`config.mk`:
```
export PLATFORM = sky130hd
export DESIGN_NAME = pipeline_ctrl
export DESIGN_NICKNAME = d
export VERILOG_FILES = /design/src/rtl/pipeline_ctrl.sv
export SDC_FILE = /design/constraint.sdc
export NUM_CORES = 1
export LEC_CHECK = 0
export ABC_AREA = 0
export CAP_MARGIN = 30
export CORE_UTILIZATION = 41
export DETAILED_ROUTE_END_ITERATION = 10
export PLACE_DENSITY = 0.76
export SYNTH_ARGS = -nofsm -noshare
export SYNTH_HDL_FRONTEND = slang
export SYNTH_SLANG_ARGS = --single-unit
```
`constraint.sdc`:
```
create_clock -name CLK -period 2 [get_ports CLK]
set_clock_uncertainty 0.2 [all_clocks]
set_input_delay 0.2 -clock CLK [delete_from_list [all_inputs] [get_ports CLK]]
set_output_delay 0.2 -clock CLK [all_outputs]
set_load 0.05 [all_outputs]
```
`src/rtl/pipeline_ctrl.sv`:
```
// Pipeline sequencer: stage enables/flushes, PC enable and memory request strobes.
// Resolves imem/dmem waits, load-use stalls, EX redirects and halt draining.
//
// state  | meaning
// RUN    | normal fetch and execute
// DRAIN  | halt seen in MEM; fetch stopped, older instructions retire
// HALTED | halt reached WB; everything frozen until reset
module pipeline_ctrl #(
   parameter int MAX_DMEM_WAIT = 1023
) (
   input  logic       CLK,
   input  logic       nRST,
   input  logic       ihit,
   input  logic       dhit,
   input  logic       dREN_EX_MEM,
   input  logic       dWEN_EX_MEM,
   input  logic       dREN_ID_EX,
   input  logic [4:0] Rt_ID_EX,
   input  logic [4:0] Rs_IF_ID,
   input  logic [4:0] Rt_IF_ID,
   input  logic       redirect_EX,
   input  logic       halt_EX_MEM,
   input  logic       halt_MEM_WB,
   output logic       pc_en,
   output logic       enable_IF_ID,
   output logic       enable_ID_EX,
   output logic       enable_EX_MEM,
   output logic       enable_MEM_WB,
   output logic       flush_IF_ID,
   output logic       flush_ID_EX,
   output logic       flush_EX_MEM,
   output logic       imemREN,
   output logic       dmemREN,
   output logic       dmemWEN,
   output logic       dload_capture,
   output logic       halt,
   output logic       mem_timeout
);

   localparam int CW = $clog2(MAX_DMEM_WAIT + 1);
   localparam logic [CW-1:0] WAIT_MAX = CW'(MAX_DMEM_WAIT);
   localparam logic [CW-1:0] WAIT_TC  = CW'(MAX_DMEM_WAIT - 1);

   typedef enum logic [1:0] {
      RUN    = 2'd0,
      DRAIN  = 2'd1,
      HALTED = 2'd2
   } state_t;

   state_t        state, state_nxt;
   logic          ihit_seen, dmem_done;
   logic [CW-1:0] wait_cnt;

   logic mem_op, active, dmem_rd, dmem_wr;
   logic i_ok, d_ok, advance, load_use;

   always_comb begin
      mem_op   = dREN_EX_MEM | dWEN_EX_MEM;
      active   = (state != HALTED);
      dmem_rd  = dREN_EX_MEM & ~dmem_done & active;
      dmem_wr  = dWEN_EX_MEM & ~dmem_done & active;
      i_ok     = ihit | ihit_seen | (state == DRAIN);
      d_ok     = ~mem_op | dhit | dmem_done;
      advance  = i_ok & d_ok & active;
      load_use = dREN_ID_EX & (Rt_ID_EX != 5'd0) &
                 ((Rt_ID_EX == Rs_IF_ID) | (Rt_ID_EX == Rt_IF_ID));
   end

   // Outputs: full freeze unless advancing; reset forces every strobe low.
   always_comb begin
      pc_en         = 1'b0;
      enable_IF_ID  = 1'b0;
      enable_ID_EX  = 1'b0;
      enable_EX_MEM = 1'b0;
      enable_MEM_WB = 1'b0;
      flush_IF_ID   = 1'b0;
      flush_ID_EX   = 1'b0;
      flush_EX_MEM  = 1'b0;
      imemREN       = 1'b0;
      dmemREN       = 1'b0;
      dmemWEN       = 1'b0;
      dload_capture = 1'b0;
      if (nRST) begin
         imemREN       = (state == RUN) & ~ihit_seen;
         dmemREN       = dmem_rd;
         dmemWEN       = dmem_wr;
         dload_capture = dREN_EX_MEM & dhit & ~advance & active;
         if (advance) begin
            pc_en         = 1'b1;
            enable_IF_ID  = 1'b1;
            enable_ID_EX  = 1'b1;
            enable_EX_MEM = 1'b1;
            enable_MEM_WB = 1'b1;
            if (state == DRAIN) begin
               pc_en       = 1'b0;
               flush_IF_ID = 1'b1;
               flush_ID_EX = 1'b1;
            end else if (redirect_EX) begin
               flush_IF_ID = 1'b1;
               flush_ID_EX = 1'b1;
            end else if (load_use) begin
               pc_en        = 1'b0;
               enable_IF_ID = 1'b0;
               flush_ID_EX  = 1'b1;
            end
         end
      end
   end

   always_comb begin
      state_nxt = state;
      case (state)
         RUN:     if (advance && halt_EX_MEM) state_nxt = DRAIN;
         DRAIN:   if (advance && halt_MEM_WB) state_nxt = HALTED;
         HALTED:  state_nxt = HALTED;
         default: state_nxt = RUN;
      endcase
   end

   always_ff @(posedge CLK or negedge nRST) begin
      if (!nRST) begin
         state <= RUN;
         halt  <= 1'b0;
      end else begin
         state <= state_nxt;
         if (state == DRAIN && state_nxt == HALTED) halt <= 1'b1;
      end
   end

   // Sticky handshake flags keep each access from being re-issued while frozen.
   always_ff @(posedge CLK or negedge nRST) begin
      if (!nRST) begin
         ihit_seen <= 1'b0;
         dmem_done <= 1'b0;
      end else if (advance) begin
         ihit_seen <= 1'b0;
         dmem_done <= 1'b0;
      end else if (ihit) begin
         ihit_seen <= 1'b1;
      end else if (mem_op && dhit) begin
         dmem_done <= 1'b1;
      end
   end

   always_ff @(posedge CLK or negedge nRST) begin
      if (!nRST) begin
         wait_cnt    <= '0;
         mem_timeout <= 1'b0;
      end else begin
         if (!mem_op || dhit) begin
            wait_cnt <= '0;
         end else if ((dmem_rd || dmem_wr) && wait_cnt != WAIT_MAX) begin
            wait_cnt <= wait_cnt + CW'(1);
            if (wait_cnt == WAIT_TC) mem_timeout <= 1'b1;
         end
      end
   end

endmodule
```
==> impl_metrics.tcl, run 1 <==
set metrics [dict create \
    status "finished with violations" \
    violations "negative setup slack" \
    power.internal_mw 1.10 \
    rsz0062_at_grt "yes" \
    critPathLaunchType "primary input" \
    post_dp_cell_area_um2 1910 \
    yosys-top-cells-count "dfrtp_1 (16), nand2_1 (15), xnor2_1 (10)" \
    swShare_pct 42.1 \
    via_count 1358 \
    fp.coreArea_um2 2570 \
    viasPerCell 5.83 \
    grt_max_degree 12 \
    hold_viol 0 \
    arrival_ns 1.85 \
    synth_ff_type "dfrtp_1" \
    start_util_pct 45.3 \
    critPathMaxFanout 2 \
    clk_pin_slew_ns 0.09 \
    nNetsFinal 231 \
    h-tree-depth 1 \
    grt_usage_pct 22.6 \
    root_buffer "clkbuf_4" \
    yosysWarnings 0 \
    drtPass1Iterations 4 \
    synthCells 133 \
    final_cell_area_um2 2080 \
    setup_viol 8 \
    utilization_pct 81.1 \
    clockPowerShare_pct 11.7 \
    synth_seq_area_share_pct 34.4 \
    worstRegToRegCells 5 \
    slew_violations 0 \
    yosysUniqueCellTypes 44 \
    wl_per_cell_um 15.4 \
    cp_top_family "buffers and inverters" \
    critPathMaxStageDelay_ns 0.43 \
    rr_startpoint "wait_cnt[0]$_DFFE_PN0P_" \
    drc 0 \
    clock.fmax_ghz 0.445 \
    wl_mm 3.60 \
    power_density_nw_per_um2 908 \
    cts_tree "built" \
    synth_most_common_cell "dfrtp_1" \
    crit_required_ns 1.60 \
    hold_buffers 0 \
    synth-simple-area-share_pct 33.3 \
    clk_latency_ns 0.29 \
    dieArea_um2 3050 \
    regArea_um2 402 \
    grt_pass1_vias 1303 \
    r2r_setup_slack_ns 0.05 \
    synth_edf_count 0 \
    end_kind "output pin" \
    antenna_found_initial 0 \
    cts_sinks 16 \
    tns_ns -1.17 \
    whs_ns 0.146 \
    fin_crit_ns 2.25 \
    synth_top_family_by_area "simple AND/OR/NAND/NOR gates" \
    synth.ff_latch_count 16 \
    ir_drop_mv 1.07 \
    path_buf_inv 3 \
    switchingPower_mw 0.795 \
    diodes 0 \
    drive_gt1_share_pct 35.5 \
    yosysTopAreaCellShare_pct 34.4 \
    p_comb_share_pct 64.9 \
    timing.rr.end "wait_cnt[6]$_DFFE_PN0P_" \
    ant_nets 0 \
    synth_mux_area_share_pct 0.861 \
    criticalPathCategory "primary input to output pin" \
    seq_power_share_pct 23.4 \
    cpMaxStageDelayCell "clkdlybuf4s50_1" \
    place_congestion 0.919 \
    setup_ws_ns -0.247 \
    relSlewSlack_pct 66.8 \
    numCtsBuffers 3 \
    synth.largest_area_cell "dfrtp_1" \
    path_cells "clkdlybuf4s50_1 > o21ba_2 > a221oi_4 > buf_4 > and3_4 > o2bb2ai_4 > buf_12" \
    die_width_um 55.2 \
    synth_area_leaders "dfrtp_1 (34%), xnor2_1 (7.5%), nand2_1 (4.8%), nor3b_1 (3.2%), a21oi_1 (2.6%)" \
    ioPinCount 39 \
    synth_nets 160 \
    drtIter0Drc 48 \
    min_period_over_period_pct 112 \
    synth_xor_area_share_pct 7.53 \
    fill_cells 148 \
    clk_path_buf_depth 2 \
    area_growth_pct 79.1 \
    synth_area_per_cell_um2 8.74 \
    dieHeight_um 55.2 \
    grt_pass1_wl_mm 5.64 \
    synth_area_um2 1160 \
    max_cap_violations 0 \
    rows 18 \
    port_buffers 37 \
    hpwl_mm 2.75 \
    total_leakage_power_nw 0.858 \
    synth_compound_area_share_pct 17.9 \
    multi_input_area_um2 862 \
    synth-adder-area-share_pct 2.15 \
    tightest_slew_ns 0.497 \
    async_flop_share_pct 100 \
    grt.overflow.total 0 \
    hold_path.class "primary input to async pin" \
]
==> metrics by stage <==
stage          cells  setup slack [ns]  total power, mW
4_1_cts          230            -0.218             1.80
3_3_place_gp     223            -0.289             1.48
2_1_floorplan    133            -0.242            0.991
6_report         233            -0.247             1.89
5_1_grt          233            -0.298             1.98
3_5_place_dp     223            -0.322             1.50
==> cell type report <==
type / instances / share of cell area, %
Tap cell: 30 / 1.80
Sequential cell: 16 / 19.3
Multi-Input combinational cell: 109 / 41.4
Clock buffer: 4 / 1.74
Inverter: 5 / 1.08
Timing Repair Buffer: 69 / 34.7
==> power groups by stage <==
stage	clock [mW]	combinational (mW)	sequential, mW
after detailed placement	0	1.07	0.433
after global placement	0	1.06	0.427
final	0.222	1.23	0.442
after CTS	0.225	1.14	0.435
after floorplan	0	0.525	0.466
after global routing	0.237	1.29	0.448
==> flip-flops by register name, summed over array words and instances, names as in the netlist <==
signal and flops:
dmem_done 1, mem_timeout 1, halt 1, state 2, ihit_seen 1, wait_cnt 10
==> per-layer routing <==
layer  share of wire, %  GRT usage, %  vias to the layer above
met3                5.6          5.39                        2
met1                 42          27.6                      653
met2                 53          41.1                       58
met5                  0             0                        -
li1                   -             -                      645
met4               0.11          2.50                        0
==> how the worst max path moves through the flow <==
stage                       start           to  cells after the start
2_1_floorplan  state[1]$_DFF_PN0_        pc_en                      4
3_3_place_gp          Rt_ID_EX[1]        pc_en                      5
3_5_place_dp          Rt_ID_EX[1]        pc_en                      5
4_1_cts        state[1]$_DFF_PN0_  flush_ID_EX                      6
5_1_grt        state[1]$_DFF_PN0_  flush_ID_EX                      6
6_report              dWEN_EX_MEM  flush_ID_EX                      7
==> cell usage in the layout, fill, tap and decap left out, types with 3 or more instances in the layout <==
cell	netlist	final
nand2b_1	3	3
buf_4	3	30
dlygate4sd2_1	0	5
clkdlybuf4s50_1	0	21
nand3_1	6	5
dfrtp_1	16	15
nor2_1	6	5
xnor2_1	10	10
nor3b_1	5	4
buf_12	0	11
clkbuf_4	0	3
nand4_1	4	4
inv_1	5	3
nand2_1	15	14
a21oi_1	6	6
nor3_1	6	4
and2_1	4	4
==> timing repair <==
item,4_1_cts,5_1_grt
gates cloned,0,0
pin swaps,8,3
buffers inserted,3,3
endpoints found under the setup margin,8,13
gates resized for setup,15,9
==> logic make-up after synthesis <==
| family | count (synthesis) |
|---|---|
| buffers and inverters | 8 |
| AND/OR/NAND/NOR | 67 |
| adder cells (fa/ha/maj) | 2 |
| XOR/XNOR | 10 |
| flip-flops | 16 |
| other | 1 |
| AO/OA/AOI/OAI | 28 |
| multiplexers | 1 |
No activity file was read; power rests on OpenSTA's default activity.
==> run 2: changes to the inputs <==
- PLACE_DENSITY: 0.76 -> 0.85
==> impl_metrics.tcl, run 2 (synthesis results as in run 1) <==
set metrics [dict create \
    status "finished with violations" \
    violations "negative setup slack" \
    critPathMaxFanout 4 \
    drc 0 \
    wl_mm 6.05 \
    diodes 0 \
    final_cell_area_um2 2210 \
    final_common_cell "buf_4" \
    grt_pass1_wl_mm 7.45 \
    critPathLaunch "state[1]$_DFF_PN0_" \
    met1_usage_pct 34.4 \
    relSlewSlack_pct 66.2 \
    nNetsFinal 234 \
    worstRegToRegCells 8 \
    hpwl_mm 3.19 \
    h-tree-depth 1 \
    r2r_setup_slack_ns -0.33 \
    crit_required_ns 1.60 \
    grt_use_met3_pct 7.26 \
    end_kind "output pin" \
    setup_ws_ns -0.418 \
    grt_usage_pct 31.4 \
    drtIter0Drc 152 \
    busiest_layer "met2" \
    antenna_found_initial 0 \
    timing.rr.end "wait_cnt[4]$_DFFE_PN0P_" \
    critPathLaunchType "flip-flop" \
    post_dp_cell_area_um2 1910 \
    clock.fmax_ghz 0.414 \
    utilization_pct 86.0 \
    tns_ns -4.26 \
    numCtsBuffers 3 \
    die_width_um 55.2 \
    total_leakage_power_nw 0.899 \
    dieArea_um2 3050 \
    rows 18 \
    drtPass1Iterations 6 \
    criticalPathCategory "flip-flop to output pin" \
    top_regs "wait_cnt (10), state (2)" \
    fill_cells 121 \
    wl_per_cell_um 25.6 \
    tightest_slew_ns 0.505 \
    slew_violations 0 \
    cts_tree "built" \
    top_register "wait_cnt" \
    start_util_pct 45.3 \
    grt_max_degree 15 \
    place_congestion 0.888 \
    placed_cells 222 \
    multi_input_area_um2 948 \
    fp.coreArea_um2 2570 \
    setup_viol 17 \
    whs_ns 0.161 \
    grt_pass1_vias 1557 \
    rsz0062_at_grt "yes" \
    largest_reg_flops 10 \
    hold_viol 0 \
    fin_crit_ns 2.42 \
    root_buffer "clkbuf_4" \
    grt.overflow.total 0 \
    clk_pin_slew_ns 0.12 \
    max_cap_violations 0 \
    ioPinCount 39 \
    power_density_nw_per_um2 955 \
    clk_latency_ns 0.31 \
    ir_drop_mv 1.07 \
    area_growth_pct 89.9 \
    use_met2_pct 55.8 \
    port_buffers 37 \
    arrival_ns 2.02 \
    dieHeight_um 55.2 \
    regArea_um2 403 \
    drive_gt1_share_pct 41.7 \
    rr_startpoint "state[1]$_DFF_PN0_" \
    viasPerCell 6.76 \
    clk_path_buf_depth 2 \
    hold_path.class "primary input to async pin" \
    fin_cells 236 \
    mostFrequentLayoutCells "buf_4 (31), clkdlybuf4s50_1 (24), dfrtp_1 (14)" \
    ant_nets 0 \
    via_count 1596 \
    min_period_over_period_pct 121 \
    cts_sinks 16 \
]
[run 2: cell count changes in the layout (fill, tap and decap cells not counted), sizes merged]
cell and change:
dlygate4sd2 -4, clkdlybuf4s50 +3, dlymetal6s2s +1, buf +3
[run 2: timing repair]
action	4_1_cts	5_1_grt
pin swaps	11	8
setup endpoints to repair	9	17
endpoints found under the hold margin	0	0
hold buffers	0	0
resized for setup	24	16
setup buffers	6	4
[run 2: worst max path at each step]
stage                     slack, ns  depth (start not counted)           to
final                         -0.42                          6  flush_ID_EX
after global routing          -0.44                          6  flush_ID_EX
after CTS                     -0.29                          5        pc_en
after detailed placement      -0.35                          5        pc_en
after global placement        -0.29                          5        pc_en
after floorplan               -0.24                          4        pc_en
[run 2: critical path, stage by stage, from the launching register on]
cell	delay, ns
dfrtp_1	0.47
o21bai_4	0.22
a221oi_4	0.32
buf_4	0.18
and3_4	0.20
o2bb2ai_4	0.14
buf_12	0.16
[run 2: where the power goes]
part / switching, mW / total [mW] / internal, mW
logic: 0.749 / 1.39 / 0.645
registers: 0.0893 / 0.470 / 0.381
clock network: 0.131 / 0.242 / 0.111
total: 0.970 / 2.11 / 1.14
[run 2: metal layers]
layer | routed length, um | share of wire [%] | up-vias
li1 | - | - | 648
met1 | 2180 | 36 | 787
met2 | 2970 | 49 | 121
met3 | 586 | 9.7 | 40
met4 | 313 | 5.2 | 0
met5 | 0 | 0 | -
[run 2: area by class of cell]
cell class                      count  share of cell area, %
Clock buffer                        4                   1.64
Sequential cell                    16                   18.3
Inverter                            5                   1.02
Multi-Input combinational cell    109                   43.0
Timing Repair Buffer               72                   34.4
Tap cell                           30                   1.70
[run 2: metrics by stage]
step	setup slack (ns)	total power, mW
final	-0.418	2.11
after global routing	-0.443	2.16
after CTS	-0.288	1.87
after detailed placement	-0.353	1.49
after global placement	-0.291	1.44
after floorplan	-0.242	0.991
==> run 3: changes to the inputs <==
--- a/constraint.sdc
+++ b/constraint.sdc
@@ -4,2 +4,2 @@
 set_output_delay 0.2 -clock CLK [all_outputs]
-set_load 0.05 [all_outputs]
+set_load 0.02 [all_outputs]
==> impl_metrics.tcl, run 3 (synthesis results as in run 1) <==
set metrics [dict create \
    total_leakage_power_nw 0.801 \
    critPathLaunch "dhit" \
    top_regs "wait_cnt (10), state (2)" \
    top_register "wait_cnt" \
    dieHeight_um 55.2 \
    fp.coreArea_um2 2570 \
    via_count 1367 \
    drc 0 \
    status "finished with violations" \
    grt_pass1_wl_mm 6.73 \
    slew_violations 0 \
    wl_per_cell_um 17.2 \
    final_cell_area_um2 1860 \
    root_buffer "clkbuf_4" \
    utilization_pct 72.4 \
    area_growth_pct 59.8 \
    mostFrequentLayoutCells "buf_4 (36), clkdlybuf4s50_1 (22), dfrtp_1 (15)" \
    r2r_setup_slack_ns -0.02 \
    setup_ws_ns -0.172 \
    grt_usage_pct 27.6 \
    arrival_ns 1.77 \
    ir_drop_mv 0.720 \
    dieArea_um2 3050 \
    clk_latency_ns 0.29 \
    rows 18 \
    setup_viol 5 \
    h-tree-depth 1 \
    ioPinCount 39 \
    die_width_um 55.2 \
    drtPass1Iterations 4 \
    drtIter0Drc 47 \
    critPathLaunchType "primary input" \
    min_period_over_period_pct 109 \
    grt.overflow.total 0 \
    end_kind "output pin" \
    hold_path.class "primary input to async pin" \
    antenna_found_initial 0 \
    hold_viol 0 \
    grt_max_degree 11 \
    start_util_pct 45.3 \
    cts_tree "built" \
    dp_slack_ns -0.694 \
    violations "negative setup slack" \
    place_congestion 0.857 \
    drive_gt1_share_pct 31.0 \
    power_density_nw_per_um2 800 \
    hpwl_mm 3.12 \
    final_common_cell "buf_4" \
    clk_path_buf_depth 2 \
    fin_crit_ns 2.17 \
    port_buffers 37 \
    grt_pass1_vias 1486 \
    numCtsBuffers 3 \
    crit_required_ns 1.60 \
    rsz0062_at_grt "yes" \
    wl_mm 3.95 \
    cts_sinks 16 \
    largest_reg_flops 10 \
    nNetsFinal 228 \
    post_dp_cell_area_um2 1760 \
    ant_nets 0 \
    clock.fmax_ghz 0.460 \
    critPathCapture "flush_ID_EX" \
    viasPerCell 5.94 \
    clk_pin_slew_ns 0.10 \
    timing.rr.end "wait_cnt[6]$_DFFE_PN0P_" \
    criticalPathCategory "primary input to output pin" \
    max_cap_violations 0 \
    worstRegToRegCells 5 \
    critPathMaxFanout 2 \
    rr_startpoint "state[1]$_DFF_PN0_" \
    diodes 0 \
]
==> run 3: cell types whose count changed in the layout (fill, tap and decap cells not counted), moves of 2 or more <==
cell / before / now
dlygate4sd2_1: 1 / 5
buf_6: 4 / 0
buf_12: 11 / 0
nor3_4: 2 / 0
buf_4: 31 / 36
nor3_1: 3 / 6
nor3b_1: 2 / 4
clkdlybuf4s50_1: 24 / 22
nor3b_2: 3 / 1
==> run 3: critical path: stages <==
cell and delay, ns:
clkdlybuf4s50_1 0.48, o21ba_2 0.19, a221oi_4 0.32, buf_4 0.16, and3_1 0.15, o2bb2ai_1 0.11, buf_4 0.16
==> run 3: layout make-up <==
| class | instances | area [um2] |
|---|---|---|
| Timing Repair Buffer | 66 | 559 |
| Inverter | 5 | 18.8 |
| Tap cell | 30 | 37.5 |
| Multi-Input combinational cell | 109 | 805 |
| Sequential cell | 16 | 402 |
| Fill cell | 185 | 709 |
| Clock buffer | 4 | 36.3 |
==> run 3: routing by layer <==
layer	GRT usage, %	vias up	routed length [um]
li1	-	632	-
met1	31.3	674	1600
met2	49.6	45	2130
met3	5.39	16	125
met4	12.1	0	100
met5	0	-	0
==> run 3: power by group <==
| group | leakage [nW] | switching, mW | internal, mW |
|---|---|---|---|
| clock | 0.0210 | 0.114 | 0.111 |
| sequential | 0.212 | 0.0488 | 0.380 |
| combinational | 0.568 | 0.417 | 0.416 |
| total | 0.801 | 0.579 | 0.907 |
==> run 3: worst min-delay path by stage <==
stage,from,endpoint,slack [ns],depth (start not counted)
2_1_floorplan,nRST,dmem_done$_DFFE_PN0P_,-0.30,0
3_3_place_gp,halt$_DFFE_PN0P_,halt$_DFFE_PN0P_,0.25,1
3_5_place_dp,halt$_DFFE_PN0P_,halt$_DFFE_PN0P_,0.26,1
4_1_cts,nRST,mem_timeout$_DFFE_PN0P_,0.17,2
5_1_grt,nRST,mem_timeout$_DFFE_PN0P_,0.19,2
6_report,nRST,mem_timeout$_DFFE_PN0P_,0.18,2
==> run 3: through the flow <==
stage / power, mW / instances / setup TNS, ns / hold WS (ns)
finish: 1.49 / 230 / -0.430 / 0.179
detailed placement: 1.20 / 225 / -6.25 / 0.263
CTS: 1.45 / 230 / -0.414 / 0.175
global route: 1.57 / 230 / -1.09 / 0.194
global placement: 1.16 / 225 / -5.41 / 0.249
floorplan: 0.799 / 133 / 0 / -0.296
==> run 3: repair_timing <==
| action | CTS | global route |
|---|---|---|
| cloned | 0 | 0 |
| setup endpoints to repair | 14 | 14 |
| pin swaps | 10 | 1 |
| endpoints found under the hold margin | 0 | 0 |
| resized for setup | 58 | 13 |
| hold buffers | 0 | 0 |
| setup buffers | 1 | 0 |
